`src/rtl/mips_ctrl_pkg.sv`:
```
// Shared encodings for the multi-cycle MIPS control path.
// Latency: none, constants and types only.
// Backpressure: none.
package mips_ctrl_pkg;

  typedef enum logic [3:0] {
    ST_FETCH     = 4'd0,
    ST_DECODE    = 4'd1,
    ST_MEM_ADDR  = 4'd2,
    ST_MEM_READ  = 4'd3,
    ST_MEM_WB    = 4'd4,
    ST_MEM_WRITE = 4'd5,
    ST_EXEC_R    = 4'd6,
    ST_EXEC_I    = 4'd7,
    ST_ALU_WB    = 4'd8,
    ST_BRANCH    = 4'd9,
    ST_JUMP      = 4'd10
  } state_t;

  localparam logic [5:0] OP_R    = 6'b000000;
  localparam logic [5:0] OP_LW   = 6'b100011;
  localparam logic [5:0] OP_SW   = 6'b101011;
  localparam logic [5:0] OP_BEQ  = 6'b000100;
  localparam logic [5:0] OP_BNE  = 6'b000101;
  localparam logic [5:0] OP_ADDI = 6'b001000;
  localparam logic [5:0] OP_SLTI = 6'b001010;
  localparam logic [5:0] OP_ANDI = 6'b001100;
  localparam logic [5:0] OP_ORI  = 6'b001101;
  localparam logic [5:0] OP_LUI  = 6'b001111;
  localparam logic [5:0] OP_J    = 6'b000010;

  localparam logic [1:0] SRCB_RT      = 2'd0;
  localparam logic [1:0] SRCB_FOUR    = 2'd1;
  localparam logic [1:0] SRCB_IMM     = 2'd2;
  localparam logic [1:0] SRCB_IMM_SH2 = 2'd3;

  localparam logic [1:0] PCSRC_ALU    = 2'd0;
  localparam logic [1:0] PCSRC_ALUOUT = 2'd1;
  localparam logic [1:0] PCSRC_JUMP   = 2'd2;

  localparam logic [1:0] ALUOP_ADD   = 2'd0;
  localparam logic [1:0] ALUOP_SUB   = 2'd1;
  localparam logic [1:0] ALUOP_FUNCT = 2'd2;
  localparam logic [1:0] ALUOP_IMM   = 2'd3;

  // Logical immediates take a zero-extended operand; everything else sign-extends.
  function automatic logic zero_ext_op(input logic [5:0] op);
    return (op == OP_ANDI) || (op == OP_ORI);
  endfunction

endpackage

```
`src/rtl/mips_multicycle_ctrl_if.sv`:
```
// Unified memory port between the control FSM and the memory system.
// Latency: none, wiring only.
// Backpressure: mem_ready from the memory side stretches any request.
interface mips_multicycle_ctrl_if;
  logic mem_req;
  logic mem_we;
  logic iord;
  logic mem_ready;

  modport master (output mem_req, output mem_we, output iord, input mem_ready);
  modport slave  (input mem_req, input mem_we, input iord, output mem_ready);
endinterface

```
`src/rtl/mips_mem_handshake.sv`:
```
// Wait counter and completion/timeout qualification for one memory access.
// Latency: done/timeout are combinational in the request cycle.
// Backpressure: counts mem_ready=0 cycles; flags timeout after MEM_TIMEOUT of them.
module mips_mem_handshake #(
  parameter int MEM_TIMEOUT = 16,
  parameter int CNT_W       = 8
) (
  input  logic clk,
  input  logic rst_n,
  input  logic req,
  input  logic ready,
  output logic done,
  output logic timeout
);

  logic [CNT_W-1:0] cnt;
  logic             expired;

  assign expired = (cnt == CNT_W'(MEM_TIMEOUT - 1));
  assign done    = req & ready;
  assign timeout = req & ~ready & expired;

  // Every memory state is entered after a non-request cycle, a completion or a
  // timeout, so clearing on those events clears on every entry.
  always_ff @(posedge clk) begin
    if (!rst_n || !req || ready || expired) begin
      cnt <= '0;
    end else begin
      cnt <= cnt + CNT_W'(1);
    end
  end

endmodule

```
`src/rtl/mips_multicycle_ctrl.sv`:
```
// Multi-cycle MIPS control FSM: fetch/decode/execute/memory/writeback sequencing.
// Latency: lw 5, sw/R/I 4, branch/jump 3, illegal 2 cycles with memory ready.
// Backpressure: memory states hold until mem_ready or MEM_TIMEOUT expires.
module mips_multicycle_ctrl
  import mips_ctrl_pkg::*;
#(
  parameter int MEM_TIMEOUT = 16,
  parameter int CNT_W       = 8
) (
  input  logic                        clk,
  input  logic                        rst_n,
  input  logic [5:0]                  opcode,
  input  logic                        zero,
  mips_multicycle_ctrl_if.master      mem,
  output logic                        ir_write,
  output logic                        pc_write,
  output logic [1:0]                  pc_src,
  output logic                        alu_src_a,
  output logic [1:0]                  alu_src_b,
  output logic [1:0]                  alu_op,
  output logic                        ext_mode,
  output logic                        reg_write,
  output logic                        reg_dst,
  output logic                        mem_to_reg,
  output logic                        instr_done,
  output logic                        illegal_op,
  output logic                        bus_error,
  output logic [3:0]                  state_dbg
);

  state_t     state, state_next;
  logic       req_c, we_c, iord_c;
  logic       acc_done, acc_timeout;
  logic       ir_write_c, pc_write_c, alu_src_a_c, ext_mode_c;
  logic       reg_write_c, reg_dst_c, mem_to_reg_c, instr_done_c, illegal_op_c;
  logic [1:0] pc_src_c, alu_src_b_c, alu_op_c;

  // Memory strobes depend on state only, so the handshake sees no input path.
  assign req_c  = (state == ST_FETCH) || (state == ST_MEM_READ) || (state == ST_MEM_WRITE);
  assign we_c   = (state == ST_MEM_WRITE);
  assign iord_c = (state == ST_MEM_READ) || (state == ST_MEM_WRITE);

  mips_mem_handshake #(
    .MEM_TIMEOUT (MEM_TIMEOUT),
    .CNT_W       (CNT_W)
  ) u_hs (
    .clk     (clk),
    .rst_n   (rst_n),
    .req     (mem.mem_req),
    .ready   (mem.mem_ready),
    .done    (acc_done),
    .timeout (acc_timeout)
  );

  // State register; reset returns to FETCH.
  always_ff @(posedge clk) begin
    if (!rst_n) state <= ST_FETCH;
    else        state <= state_next;
  end

  // Next-state and datapath control decode.
  always_comb begin
    state_next   = state;
    ir_write_c   = 1'b0;
    pc_write_c   = 1'b0;
    pc_src_c     = PCSRC_ALU;
    alu_src_a_c  = 1'b0;
    alu_src_b_c  = SRCB_RT;
    alu_op_c     = ALUOP_ADD;
    ext_mode_c   = 1'b0;
    reg_write_c  = 1'b0;
    reg_dst_c    = 1'b0;
    mem_to_reg_c = 1'b0;
    instr_done_c = 1'b0;
    illegal_op_c = 1'b0;
    case (state)
      ST_FETCH: begin
        alu_src_b_c = SRCB_FOUR;
        if (acc_done) begin
          ir_write_c = 1'b1;
          pc_write_c = 1'b1;
          state_next = ST_DECODE;
        end
      end
      ST_DECODE: begin
        alu_src_b_c = SRCB_IMM_SH2;
        case (opcode)
          OP_LW, OP_SW:                            state_next = ST_MEM_ADDR;
          OP_R:                                    state_next = ST_EXEC_R;
          OP_ADDI, OP_SLTI, OP_ANDI, OP_ORI, OP_LUI: state_next = ST_EXEC_I;
          OP_BEQ, OP_BNE:                          state_next = ST_BRANCH;
          OP_J:                                    state_next = ST_JUMP;
          default: begin
            illegal_op_c = 1'b1;
            instr_done_c = 1'b1;
            state_next   = ST_FETCH;
          end
        endcase
      end
      ST_MEM_ADDR: begin
        alu_src_a_c = 1'b1;
        alu_src_b_c = SRCB_IMM;
        state_next  = (opcode == OP_LW) ? ST_MEM_READ : ST_MEM_WRITE;
      end
      ST_MEM_READ: begin
        if (acc_done)         state_next = ST_MEM_WB;
        else if (acc_timeout) state_next = ST_FETCH;
      end
      ST_MEM_WRITE: begin
        if (acc_done) begin
          instr_done_c = 1'b1;
          state_next   = ST_FETCH;
        end else if (acc_timeout) begin
          state_next = ST_FETCH;
        end
      end
      ST_MEM_WB: begin
        reg_write_c  = 1'b1;
        mem_to_reg_c = 1'b1;
        instr_done_c = 1'b1;
        state_next   = ST_FETCH;
      end
      ST_EXEC_R: begin
        alu_src_a_c = 1'b1;
        alu_op_c    = ALUOP_FUNCT;
        reg_dst_c   = 1'b1;
        state_next  = ST_ALU_WB;
      end
      ST_EXEC_I: begin
        alu_src_a_c = 1'b1;
        alu_src_b_c = SRCB_IMM;
        alu_op_c    = ALUOP_IMM;
        ext_mode_c  = zero_ext_op(opcode);
        state_next  = ST_ALU_WB;
      end
      ST_ALU_WB: begin
        reg_write_c  = 1'b1;
        reg_dst_c    = (opcode == OP_R);
        instr_done_c = 1'b1;
        state_next   = ST_FETCH;
      end
      ST_BRANCH: begin
        alu_src_a_c  = 1'b1;
        alu_op_c     = ALUOP_SUB;
        pc_src_c     = PCSRC_ALUOUT;
        pc_write_c   = ((opcode == OP_BEQ) & zero) | ((opcode == OP_BNE) & ~zero);
        instr_done_c = 1'b1;
        state_next   = ST_FETCH;
      end
      ST_JUMP: begin
        pc_src_c     = PCSRC_JUMP;
        pc_write_c   = 1'b1;
        instr_done_c = 1'b1;
        state_next   = ST_FETCH;
      end
      default: state_next = ST_FETCH;
    endcase
    if (acc_timeout) state_next = ST_FETCH;
  end

  // Reset forces every output low immediately, abandoning any in-flight access.
  assign mem.mem_req  = rst_n & req_c;
  assign mem.mem_we   = rst_n & we_c;
  assign mem.iord     = rst_n & iord_c;
  assign ir_write     = rst_n & ir_write_c;
  assign pc_write     = rst_n & pc_write_c;
  assign pc_src       = rst_n ? pc_src_c : 2'd0;
  assign alu_src_a    = rst_n & alu_src_a_c;
  assign alu_src_b    = rst_n ? alu_src_b_c : 2'd0;
  assign alu_op       = rst_n ? alu_op_c : 2'd0;
  assign ext_mode     = rst_n & ext_mode_c;
  assign reg_write    = rst_n & reg_write_c;
  assign reg_dst      = rst_n & reg_dst_c;
  assign mem_to_reg   = rst_n & mem_to_reg_c;
  assign instr_done   = rst_n & instr_done_c;
  assign illegal_op   = rst_n & illegal_op_c;
  assign bus_error    = rst_n & acc_timeout;
  assign state_dbg    = rst_n ? state : 4'd0;

endmodule

```
`src/flat_wrapper.sv`:
```
// flat-port wrapper written by rule: the top's interface ports become plain ports
module mips_multicycle_ctrl_flat import mips_ctrl_pkg::*;
#(
  parameter int MEM_TIMEOUT = 16,
  parameter int CNT_W       = 8
)
  (clk, rst_n, opcode, zero, ir_write, pc_write, pc_src, alu_src_a, alu_src_b, alu_op, ext_mode, reg_write, reg_dst, mem_to_reg, instr_done, illegal_op, bus_error, state_dbg, mem_mem_req, mem_mem_we, mem_iord, mem_mem_ready);
  mips_multicycle_ctrl_if mem_i ();
  input  logic clk;
  input  logic rst_n;
  input  logic [5:0] opcode;
  input  logic zero;
  output logic ir_write;
  output logic pc_write;
  output logic [1:0] pc_src;
  output logic alu_src_a;
  output logic [1:0] alu_src_b;
  output logic [1:0] alu_op;
  output logic ext_mode;
  output logic reg_write;
  output logic reg_dst;
  output logic mem_to_reg;
  output logic instr_done;
  output logic illegal_op;
  output logic bus_error;
  output logic [3:0] state_dbg;
  output wire logic [$bits(mem_i.mem_req)-1:0] mem_mem_req;
  output wire logic [$bits(mem_i.mem_we)-1:0] mem_mem_we;
  output wire logic [$bits(mem_i.iord)-1:0] mem_iord;
  input wire logic [$bits(mem_i.mem_ready)-1:0] mem_mem_ready;
  assign mem_mem_req = mem_i.mem_req;
  assign mem_mem_we = mem_i.mem_we;
  assign mem_iord = mem_i.iord;
  assign mem_i.mem_ready = mem_mem_ready;
  mips_multicycle_ctrl #(.MEM_TIMEOUT(MEM_TIMEOUT), .CNT_W(CNT_W)) u_core (.clk(clk), .rst_n(rst_n), .opcode(opcode), .zero(zero), .mem(mem_i), .ir_write(ir_write), .pc_write(pc_write), .pc_src(pc_src), .alu_src_a(alu_src_a), .alu_src_b(alu_src_b), .alu_op(alu_op), .ext_mode(ext_mode), .reg_write(reg_write), .reg_dst(reg_dst), .mem_to_reg(mem_to_reg), .instr_done(instr_done), .illegal_op(illegal_op), .bus_error(bus_error), .state_dbg(state_dbg));
endmodule
```
`config.mk`:
```
export PLATFORM = sky130hd
export DESIGN_NAME = mips_multicycle_ctrl_flat
export DESIGN_NICKNAME = d
export VERILOG_FILES = /design/src/rtl/mips_ctrl_pkg.sv /design/src/rtl/mips_multicycle_ctrl_if.sv /design/src/rtl/mips_mem_handshake.sv /design/src/rtl/mips_multicycle_ctrl.sv /design/src/flat_wrapper.sv
export SDC_FILE = /design/constraint.sdc
export NUM_CORES = 1
export LEC_CHECK = 0
export CAP_MARGIN = 20
export CORE_MARGIN = 5
export CORE_UTILIZATION = 47
export DETAILED_ROUTE_END_ITERATION = 7
export PLACE_DENSITY = 0.88
export SYNTH_ARGS = -nofsm -noshare
export SYNTH_HDL_FRONTEND = slang
export SYNTH_SLANG_ARGS = --single-unit
```
`constraint.sdc`:
```
create_clock -name clk -period 2 [get_ports clk]
set_input_delay 0.4 -clock clk [delete_from_list [all_inputs] [get_ports clk]]
set_output_delay 0.4 -clock clk [all_outputs]
set_load 0.02 [all_outputs]
```
Word level (Yosys, flattened, before mapping)
Index checks and enable logic that the tools add are counted.

$add $sub $neg: 1. Eq/ne operators: 24. Mux-type cells: 24. Bitwise logic cells: 22. Reductions and logical operators: 22.

Operators by type and width (number): == test 6 x 4 -> 1 bit (second input constant) (5); one-hot mux 4 bit (6 select lines) (1); one-hot mux 4 bit (5 select lines) (1); bitwise AND 1 bit (18); == test 4 x 3 -> 1 bit (second input constant) (4); 2-to-1 mux 4 bit (4); == test 4 bit (second input constant) (3); == test 6 x 3 -> 1 bit (second input constant) (2); == test 6 bit (second input constant) (2); one-hot mux 2 bit (3 select lines) (2); OR reduction 2 bit (6); OR reduction 11 bit (1); adder 8 x 1 -> 8 bit (second input constant) (1); == test 4 x 2 -> 1 bit (second input constant) (2); == test 8 x 4 -> 1 bit (second input constant) (1); 2-to-1 mux 1 bit (8); OR reduction 4 bit (2); logical OR 1 bit (7); == test 6 x 2 -> 1 bit (second input constant) (1); logical NOT 6 bit (1); 2-to-1 mux 2 bit (3); one-hot mux 1 bit (3 select lines) (2); OR reduction 5 bit (1); == test 4 x 1 -> 1 bit (second input constant) (1); other kinds (10) (14).

Flip-flop bits (word level): 12. Input bits: 10. Output and inout bits: 23. Logic and storage cells: 95.

Depth between registers and ports, before layout
Depth in word-level cells: 8. Depth in mapped cells: 5.

Modules after synthesis
From an unflattened synthesis, not the netlist that was laid out.

Cell total of the unflattened synthesis: 146. Area total of the unflattened synthesis: 1072.3 um^2.

Modules (own cells, without submodules): mips_multicycle_ctrl (instances 1, cells an instance 105, area an instance 709.4 um^2, sequential area each 80.1 um^2); mips_mem_handshake (instances 1, cells an instance 41, area an instance 362.8 um^2, sequential area each 160.2 um^2).

Worst setup path before layout
Ideal clock, no wire load.

Kind: in2out. Start: in opcode[3]. End: out pc_write. Arrival time: 1848 ps. Data required time: 1600 ps. Setup slack: -248 ps. Stages on the path: 5. Path through: buf_4 or3_1 nor3_2 nand4_1 a2111oi_2.

Cells in the longest elaborated chain, start to end: 5. Elaborated cells between the ends (all ways): 7. Classes of those cells: 2 x eq/ne; 1 x mux; 4 x bitwise.

RTL lines: start, declared (RTL line flat_wrapper.sv:11) `input logic [5:0] opcode;`; == test 6 x 3 -> 1 bit (RTL line mips_multicycle_ctrl.sv:146) `pc_write_c = ((opcode == OP_BEQ) & zero) | ((opcode == OP_BNE) & ~zero);`; bitwise AND 1 bit (RTL line mips_multicycle_ctrl.sv:146); OR 1 bit (*) (RTL line mips_multicycle_ctrl.sv:146); one-hot mux 1 bit (3 select lines) (*) (RTL line mips_multicycle_ctrl.sv:76) `case (state)`; bitwise AND 1 bit (*) (RTL line mips_multicycle_ctrl.sv:166) `assign pc_write = rst_n & pc_write_c;`; end, declared (RTL line flat_wrapper.sv:14) `output logic pc_write;`.

Every way passes the cells marked *; elsewhere a longest branch is shown, timed or not.

Worst setup path in the final report
Start: reg u_core.state[3]. End: out bus_error.

Cells in the longest elaborated chain, start to end: 7. Elaborated cells between the ends (all ways): 9. Classes of those cells: 2 x eq/ne; 4 x bitwise; 3 x reduce/logical.

RTL lines: start, declared (RTL line mips_multicycle_ctrl.sv:31) `state_t state, state_next;`; start signal, assigned (RTL line mips_multicycle_ctrl.sv:58) `else state <= state_next;`; == test 4 x 2 -> 1 bit / logical NOT 4 bit (equally long branches) (RTL line mips_multicycle_ctrl.sv:39) `assign req_c = (state == ST_FETCH) || (state == ST_MEM_READ) || (state == ST_MEM_WRITE);`; logical OR 1 bit (RTL line mips_multicycle_ctrl.sv:39); logical OR 1 bit (*) (RTL line mips_multicycle_ctrl.sv:39); bitwise AND 1 bit (*) (RTL line mips_multicycle_ctrl.sv:162) `assign mem.mem_req = rst_n & req_c;`; bitwise AND 1 bit (*) (2 in series) (RTL line mips_mem_handshake.sv:21) `assign timeout = req & ~ready & expired;`; bitwise AND 1 bit (*) (RTL line mips_multicycle_ctrl.sv:177) `assign bus_error = rst_n & acc_timeout;`; end, declared (RTL line flat_wrapper.sv:25) `output logic bus_error;`.

Marked as above.

==> results.cfg <==
[timing]
fmax_mhz = 445
worstMarginPinSlew_ps = 408
fin_crit_sh_pct = 112
maxSlewViolCount = 0
slew_headroom_pct = 72.6
fin_crit_ps = 2250
finalHoldViolations = 0
fin_worst_skew_ps = 1.64
final.setup.tns_ps = -782
rsz0062_at_grt = true
setup_slack_ps = -248
finalSetupViolations = 9

[yosys]
yosys_warnings = 0
syn_area_per_cell_um2 = 7.43
yosysTopAreaCellShare_pct = 20.8
yosys.area.top_type = dfxtp_1
netlist_instances = 155
synth_flop_cell = dfxtp_1
synth_edf_count = 0
yosysSeqAreaShare_pct = 20.8
async_flop_share_pct = 0
synth_most_common_cell = nor2_1
ys_types = 50
ys_top_cells_by_count = 21 x nor2_1, 12 x dfxtp_1, 11 x nand2_1
syn-cell-area_um2 = 1150
ys_ff_latch = 12
syn_nets = 166
synthTopCellsByArea = dfxtp_1 21%, nor2_1 6.8%, clkbuf_8 4.8%

[routing]
wl_met3_um = 185
wl_um = 4020
wl_per_cell_um = 15.8
vias = 1443
wl_met1_um = 1610
route.met2.wl_um = 2130
drtIter0Drc = 96
drt_first_pass_iters = 4
drt-vias-per-instance = 5.68
routed.top_layer = met4
drc = 0
ant_nets = 0

[cts]
cts_buffers = 3
root_buffer = clkbuf_4
insertion_delay_ps = 270
htreeDepth = 1
cts_sinks = 12
cts_tree = yes
ctsHoldBuffers = 0
clkTransAtPathRegs_ps = 60
cts_buffer_depth = 2

[final_layout]
num-nets-final = 237
drive_above_1_share_pct = 43.3
layout.cells.non_filler = 254
diodes = 0
syn_to_final_growth_pct = 59.4
nFillCells = 172
design_area_um2 = 1840

[floorplanning]
die_area_um2 = 3540
die_y_um = 59.5
start_util_pct = 47.8
die_w_um = 59.5
io_pins = 33
core_um2 = 2410
rows = 18

[global_routing]
track_usage_pct = 23.0
grt_pass1_vias = 1449
grt_start_max_net_pins = 23
antenna_found_initial = 0
grt_overflow = 0
grt_pass1_wl_um = 6400

[setup_path]
criticalPathCategory = reg2out
critPathRequiredTime_ps = 1600
r2r_slack_ps = 20
crit_arrival_ps = 1850
r2r_cells = 7
critPathLaunchType = flop
r2r-end = u_core.state[1]
cp_max_fo = 20
timing.rr.start = u_core.state[3]
worstSetupEndpointType = output pin

[worst_hold_path]
hold_path_class = reg2reg
hold_start = u_core.u_hs.cnt[0]
holdPathEnd = u_core.u_hs.cnt[0]
hold_depth = 1

[power]
p_per_area_nw_per_um2 = 350
p_leak_nw = 0.853
vdd_drop_max_mv = 0.351
finalPower_mw = 0.643

[placed_design]
numPortBuffers = 32
placed_area_um2 = 1730
place.gp.congestion = 0.837
place_ws_ps = -930
dp_hpwl_um = 2880
dp_cells = 246

[outcome]
violations = negative setup slack
status = finished with violations

[run]
drv_cap = 0
## final cells by class
class,count,area [µm²],area share [%]
Tap cell,30,37.5,2.04
Clock buffer,3,22.5,1.23
Sequential cell,12,248,13.5
Multi-Input combinational cell,125,891,48.5
Inverter,6,22.5,1.23
Timing Repair Buffer,78,616,33.5
## power breakdown
group	internal (mW)	switching (mW)	leakage, nW
combinational	0.122	0.130	0.740
clock	0.0697	0.0727	0.0138
sequential	0.244	0.00468	0.0993
total	0.436	0.207	0.853
## logic make-up after synthesis
family	Yosys count	synth area share (%)
xor gates and xnor gates	9	6.84
DFF	12	20.8
and+or+nand+nor	80	37.6
buffers and inverters	18	11.5
AOI/OAI and AO/OA	35	22.1
adders and majority gates	1	1.09
## worst max-delay path: stages (launching register included)
cell	delay [ps]
dfxtp_2	320
buf_4	130
buf_6	150
or3b_2	460
a211o_1	270
nor2_2	100
buf_4	150
## timing repair
| action | 4_1_cts | 5_1_grt |
|---|---|---|
| gates resized for setup | 84 | 33 |
| pin swaps | 8 | 3 |
| setup buffers | 1 | 4 |
| endpoints found under the setup margin | 25 | 21 |
## flip-flops by register name, indices dropped and copies added (netlist names)
name,flops
u_core.state,4
u_core.u_hs.cnt,8
## routing by layer
layer / GRT usage [%] / up-vias
met5: 0 / -
met4: 9.81 / 0
met3: 1.74 / 9
met2: 41.8 / 56
met1: 27.3 / 684
li1: - / 694
## per-stage QoR
step | util [%] | hold WS [ps]
after floorplan | - | 413
after global placement | 71.8 | 422
after detailed placement | 71.8 | 442
after CTS | 73.9 | 453
after global routing | 76.2 | 486
final | 76.2 | 451
## layout by cell type (no fill, tap or decap), types with 4 or more instances in the layout
cell type,instances
dlygate4sd2_1,9
and3_1,8
buf_4,50
clkbuf_2,6
nand2_1,11
clkdlybuf4s15_2,4
xor2_1,5
nor3_1,6
dfxtp_1,8
nor2_1,19
nand3_1,4
nand2b_1,5
inv_1,6
a21oi_1,8
## how the worst max path moves through the flow
stage                     cells past startpoint  slack (ps)   endpoint       startpoint
final                                         6        -250  bus_error  u_core.state[3]
after global routing                          5        -350   pc_write  u_core.state[1]
after CTS                                     5        -280   pc_write  u_core.state[1]
after detailed placement                      6        -930   pc_write        opcode[3]
after global placement                        6        -900   pc_write        opcode[3]
after floorplan                               5         -90   pc_write        opcode[3]
Note: power is estimated with default switching activity, not from simulation.
